File: config.mk
export PLATFORM = sky130hd
export DESIGN_NAME = shift_arbiter
export DESIGN_NICKNAME = d
export VERILOG_FILES = /design/src/rtl/shift_arbiter.sv
export SDC_FILE = /design/constraint.sdc
export NUM_CORES = 1
export LEC_CHECK = 0
export ABC_AREA = 1
export CAP_MARGIN = 40
export CORE_MARGIN = 2
export CORE_UTILIZATION = 30
export DETAILED_ROUTE_END_ITERATION = 10
export SYNTH_ARGS = -nofsm -noshare
export SYNTH_HDL_FRONTEND = slang
export SYNTH_HIERARCHICAL = 1
export SYNTH_SLANG_ARGS = --single-unit
File: constraint.sdc
create_clock -name clk -period 2.1 [get_ports clk]
set_input_delay 0.525 -clock clk [delete_from_list [all_inputs] [get_ports clk]]
set_output_delay 0.525 -clock clk [all_outputs]
set_load 0.02 [all_outputs]
File: src/rtl/shift_arbiter.sv
// Two-requester round-robin shift unit: grants one request, shifts it in passes
// of at most 7 positions through a single shifter, then holds the result until taken.
//
// state | meaning
// IDLE  | waiting for a request; grant and capture happen here
// SHIFT | applying up to 7 positions per cycle until remaining is 0
// DONE  | result presented on rsp_*; held until rsp_ready

module shifter (
   input  logic [7:0] operand,
   input  logic       direction,
   input  logic [2:0] shift,
   output logic [7:0] result
);
   assign result = direction ? (operand << shift) : (operand >> shift);
endmodule

module shift_arbiter (
   input  logic       clk,
   input  logic       reset,
   input  logic       req0_valid,
   output logic       req0_ready,
   input  logic [7:0] req0_operand,
   input  logic       req0_direction,
   input  logic [3:0] req0_amount,
   input  logic       req1_valid,
   output logic       req1_ready,
   input  logic [7:0] req1_operand,
   input  logic       req1_direction,
   input  logic [3:0] req1_amount,
   output logic       rsp_valid,
   input  logic       rsp_ready,
   output logic [7:0] rsp_result,
   output logic       rsp_id
);
   typedef enum logic [1:0] {IDLE, SHIFT, DONE} state_t;

   state_t     state_q, state_d;
   logic       last_grant_q, last_grant_d;
   logic [7:0] work_q, work_d;
   logic [3:0] remaining_q, remaining_d;
   logic       dir_q, dir_d;
   logic       id_q, id_d;
   logic       grant_id;
   logic [2:0] shift_amt;
   logic [7:0] shift_result;

   shifter u_shifter (
      .operand   (work_q),
      .direction (dir_q),
      .shift     (shift_amt),
      .result    (shift_result)
   );

   always_comb begin
      state_d      = state_q;
      last_grant_d = last_grant_q;
      work_d       = work_q;
      remaining_d  = remaining_q;
      dir_d        = dir_q;
      id_d         = id_q;
      grant_id     = 1'b0;
      req0_ready   = 1'b0;
      req1_ready   = 1'b0;
      shift_amt    = (remaining_q > 4'd7) ? 3'd7 : remaining_q[2:0];
      case (state_q)
         IDLE: begin
            // reset gating keeps readies low while the async reset is held
            if (!reset && (req0_valid || req1_valid)) begin
               grant_id     = (req0_valid && req1_valid) ? ~last_grant_q : req1_valid;
               req0_ready   = ~grant_id;
               req1_ready   = grant_id;
               last_grant_d = grant_id;
               id_d         = grant_id;
               work_d       = grant_id ? req1_operand   : req0_operand;
               dir_d        = grant_id ? req1_direction : req0_direction;
               remaining_d  = grant_id ? req1_amount    : req0_amount;
               state_d      = SHIFT;
            end
         end
         SHIFT: begin
            work_d      = shift_result;
            remaining_d = remaining_q - {1'b0, shift_amt};
            if (remaining_d == 4'd0) begin
               state_d = DONE;
            end
         end
         DONE: begin
            if (rsp_ready) begin
               state_d = IDLE;
            end
         end
         default: state_d = IDLE;
      endcase
   end

   always_ff @(posedge clk or posedge reset) begin
      if (reset) begin
         state_q      <= IDLE;
         last_grant_q <= 1'b1;
         work_q       <= 8'h00;
         remaining_q  <= 4'd0;
         dir_q        <= 1'b0;
         id_q         <= 1'b0;
      end else begin
         state_q      <= state_d;
         last_grant_q <= last_grant_d;
         work_q       <= work_d;
         remaining_q  <= remaining_d;
         dir_q        <= dir_d;
         id_q         <= id_d;
      end
   end

   assign rsp_valid  = (state_q == DONE);
   assign rsp_result = work_q;
   assign rsp_id     = id_q;
endmodule

== Word-level counts from Yosys, hierarchy flattened ==
Cells that the tools add are included.
Operators by class
  shifts and indexed selects: 2
  bitwise operators: 2
  reductions and logical operators: 10
  $add $sub $neg: 1
  muxes and demuxes: 18
  equality and inequality tests: 5
  $lt $le $gt $ge: 1
Operators with widths (count)
  two-way mux 8 bit: 3
  case mux 8 bit (2 select lines): 1
  two-way mux 4 bit: 2
  case mux 4 bit (2 select lines): 1
  << shifter 8 x 3 -> 8 bit: 1
  right shift 8 x 3 -> 8 bit: 1
  two-way mux 1 bit: 6
  two-way mux 2 bit: 3
  case mux 2 bit (3 select lines): 1
  greater-than comparator 4 x 3 -> 1 bit (second input constant): 1
  zero test 4 bit: 1
  inequality test 2 bit (second input constant): 2
  AND reduction 2 bit: 2
  subtractor 4 x 3 -> 4 bit: 1
  two-way mux 3 bit: 1
  AND reduction 3 bit: 1
  == test 2 x 1 -> 1 bit (second input constant): 1
  == test 2 bit (second input constant): 1
  logical AND 1 bit: 2
  zero test 2 bit: 1
  inequality test 2 x 1 -> 1 bit (second input constant): 1
  inverter 1 bit: 2
  nonzero test 2 bit: 1
  zero test 1 bit: 1
  logical OR 1 bit: 1
Storage, ports and cells
  word-level logic and storage cells: 45
  register bits after elaboration: 17
  input bits: 31
  output and inout bits: 12

== Depth between registers and ports, before layout ==
  depth in word-level cells: 6
  gate-level depth with buffers: 12
  gate-level depth less buffers: 11

== Modules after synthesis ==
Netlist, hierarchy kept.
By module, submodules not included
  shift_arbiter: cells an instance 172, times used 1, sequential area each 426.7 um^2, area each 1109.8 um^2
  shifter: cells an instance 88, times used 1, sequential area each 0.0 um^2, area each 437.9 um^2

== Worst setup path after synthesis ==
No wires, ideal clock.
  path kind: input -> output
  start: input port reset
  end: output port req0_ready
  path buffers: 0
  cell stages on the path: 3
  arrival time: 1486 ps
  slack: 89 ps
  path through: inv_1 > nand3_4 > nor2_1
On the way
  longest elaborated chain between the ends: 4
Ends and longest elaborated chain
  start, declared: RTL line 20  | input logic reset,
  zero test 1 bit (no line)
  logical AND 1 bit: RTL line 69  | if (!reset && (req0_valid || req1_valid)) begin
  two-way mux 1 bit: RTL line 69
  two-way mux 1 bit: RTL line 66  | case (state_q)
  end, declared: RTL line 22  | output logic req0_ready,
No other way between the ends.

== Worst setup path after layout ==
  start: input port req0_valid
  end: output port req0_ready
On the way
  longest elaborated chain between the ends: 5
Ends and longest elaborated chain
  start, declared: RTL line 21  | input logic req0_valid,
  logical AND 1 bit: RTL line 70  | grant_id = (req0_valid && req1_valid) ? ~last_grant_q : req1_valid;
  two-way mux 1 bit: RTL line 70
  inverter 1 bit: RTL line 71  | req0_ready = ~grant_id;
  two-way mux 1 bit *: RTL line 69
  two-way mux 1 bit *: RTL line 66
Every way passes the cells marked *; elsewhere a longest branch is shown, timed or not.

==> out/results.tsv <==
metric	value	unit
count of placed standard cells including taps	374	
fraction of the core area covered by cells at the end of the flow	42.2	%
Overall Global Routing Usage	16.0	%
number of buffers inserted by post-CTS setup repair	0	
number of clock sinks	17	
CP Capture Type	primary output	
wire length of the first global-routing pass	7180	µm
cts bufs inserted	3	
total detailed-routing wirelength	4200	µm
Power, Total	2850	µW
Warnings, synthesis	6	
synthesized flop and latch total	17	
total global routing overflow	0	
cell depth of the worst min-delay path	2	
transition at the pin with the smallest max-transition slack	370	ps
outcome	complete, no violations	
post-route ant nets	0	
hold path endpoint	last_grant_q	
Worst slew margin	75.3	%
routed len/inst	11.1	µm
number of antenna cells inserted	0	
Worst Path Class, Setup	in -> out	
pre-CTS worst setup slack	-488	ps
clock latency reported for the late side of the worst-skew pair	250	ps
post-synthesis to final-layout area growth	37.3	%
Avg Vias per Cell	4.60	
register-to-register setup slack	300	ps
RePlAce Congestion	0.865	
CP bufs+invs	3	
crit path cell chain	clkdlybuf4s50_1 > inv_1 > nand2_2 > nand3_4 > nor2_2 > buf_6	
category of the worst setup path launch point	primary input	
Pleak	0.00107	µW
worst flop-to-flop path startpoint	remaining_q[3]	
Max Buffers Root-to-Sink	2	
row count	26	
layout cells sized above 1	12.0	%
cell family with most CP delay	buffers and inverters	
worst min-delay path startpoint	last_grant_q	
synthesized instance count	260	
minimum clock period after layout	2050	ps
quantity of hold-fixing buffers added after cts	0	
number of standard cells in the final layout excluding fillers	378	
initial core utilization	30.7	%
Post-Syn Nets	292	
largest incremental delay on the critical path	470	ps
DP HPWL	3400	µm
total number of H-tree levels	1	
CTS tree	done	
endpoint of the most critical register-to-register path	rsp_result[3]	
setup TNS	0	ps
maximum number of pins on one net before global-route repair	19	
DRC violation count after routing	0	
Hold Fails Final Rpt	0	
portion of the post-synthesis area used by sequential elements	27.6	%
first-pass detailed-route iteration total	4	
final worst clock skew	0.877	ps
Die Outline Area	5750	µm²
Die Wd	75.8	µm
layout net count	341	
Power per Cell Area	1340	nW/µm²
root buffer cell	sky130_fd_sc_hd__clkbuf_8	
y dimension of the die	75.8	µm
initial antenna violation count	0	
clock transition time at the flip-flop clock pins of the worst setup and hold paths	70	ps
MaxCap Viol Count	0	
Max IR drop VDD	0.000382	V
Core ar.	5040	µm²
quantity of I/O buffers inserted on ports	42	
slowest stage cell on the critical path	sky130_fd_sc_hd__clkdlybuf4s50_1	
depth of the worst register-to-register path	11	
pins over their slew limit	0	
number of vias after detailed routing	1739	
Final period util	97.7	%
class of the worst hold path	reg -> reg	
total I/O pin count	43	
CP arrival	1530	ps
DRC marker count from the first detailed-route iteration	134	
setup repair after global routing missed its margin	no	
Final Worst Setup Slack	47.3	ps
Post-Syn Area	1550	µm²
f_max	487	MHz
number of setup violations in the final report	0	
required time worst endpoint	1570	ps
average cell area after synthesis	5.95	µm²
critical-path maximum fanout	4	
via count of the first global-routing pass	1597	
count of unique library cells instantiated by Yosys	21	
## layout by cell type (no fill, tap or decap)
cell	count
sky130_fd_sc_hd__nand3b_1	1
sky130_fd_sc_hd__nand2_2	4
sky130_fd_sc_hd__inv_1	25
sky130_fd_sc_hd__inv_4	1
sky130_fd_sc_hd__clkdlybuf4s50_1	39
sky130_fd_sc_hd__nor2_1	7
sky130_fd_sc_hd__buf_4	11
sky130_fd_sc_hd__o21ai_1	6
sky130_fd_sc_hd__buf_2	1
sky130_fd_sc_hd__nand3_2	4
sky130_fd_sc_hd__clkinv_2	1
sky130_fd_sc_hd__nand3_4	1
sky130_fd_sc_hd__dfstp_2	1
sky130_fd_sc_hd__inv_2	4
sky130_fd_sc_hd__nor2_4	1
sky130_fd_sc_hd__dlygate4sd2_1	1
sky130_fd_sc_hd__nor2_2	4
sky130_fd_sc_hd__dfrtp_1	16
sky130_fd_sc_hd__o21ai_0	6
sky130_fd_sc_hd__clkinv_1	1
sky130_fd_sc_hd__clkbuf_8	3
sky130_fd_sc_hd__ha_1	1
sky130_fd_sc_hd__nand3_1	74
sky130_fd_sc_hd__nand2_1	94
sky130_fd_sc_hd__buf_6	1
## flip-flops by register name (all words and copies together), names as in the netlist
name,cells
rsp_result,8
remaining_q,4
state_q,2
dir_q,1
last_grant_q,1
rsp_id,1
## power breakdown
part           switching, µW  leakage [µW]  internal (µW)  total [µW]
registers                146      0.000213            481         627
clock network            116     0.0000255            132         248
logic                   1230      0.000835            740        1970
## worst min-delay path: cells and delay by family (launching register included)
family	cells	cell delay, ps
and+or+nand+nor	2	110
DFF	1	370
## layer usage
layer	global-route usage, %	part of all wire (%)
met3	1.85	4.9
met4	4.09	0.86
met5	0	0
met2	24.6	43
met1	23.6	52
## cells in the mapped netlist (all sizes together)
master | n | area share (%)
dfrtp | 16 | 26
buf | 9 | 3.8
ha | 1 | 0.81
inv | 30 | 7.4
nand2 | 98 | 24
o21ai | 12 | 3.9
dfstp | 1 | 1.7
nor2 | 12 | 3.9
nand3b | 1 | 0.49
nand3 | 79 | 28
clkinv | 1 | 0.24
## final cells by class
class	instances	area, µm²
repair buffers	53	498
clock buffers	3	41.3
multi-input cells	203	948
fillers	553	2920
clock inverters	1	5.00
flip-flops and latches	17	427
inverters	31	119
well taps	70	87.6
## metrics by stage
step	instance area [µm²]	hold WS, ps
3_5_place_dp	2080	462
5_1_grt	2130	490
2_1_floorplan	1550	447
4_1_cts	2120	479
3_3_place_gp	2080	466
6_report	2130	480
## logic make-up after synthesis
group	count (synthesis)	synth area share, %
fa+ha+maj	1	0.808
buf+inv	40	11.5
flops	17	27.6
simple gates	190	56.3
compound gates	12	3.88
## how the worst max path moves through the flow
stage	startpoint	end	slack, ps	depth (start not counted)
finish	req0_valid	req0_ready	50	6
global route	req0_valid	req0_ready	20	6
CTS	req0_valid	req0_ready	3	6
detailed placement	req0_valid	req0_ready	-490	6
global placement	req0_valid	req0_ready	-490	6
floorplan	reset	req0_ready	90	3
## timing repair
| action | 4_1_cts | 5_1_grt |
|---|---|---|
| pin swaps | 0 | 1 |
| setup endpoints to repair | 2 | 1 |
| gates resized for setup | 10 | 3 |
| cloned | 0 | 0 |
No activity file was read; power rests on OpenSTA's default activity.
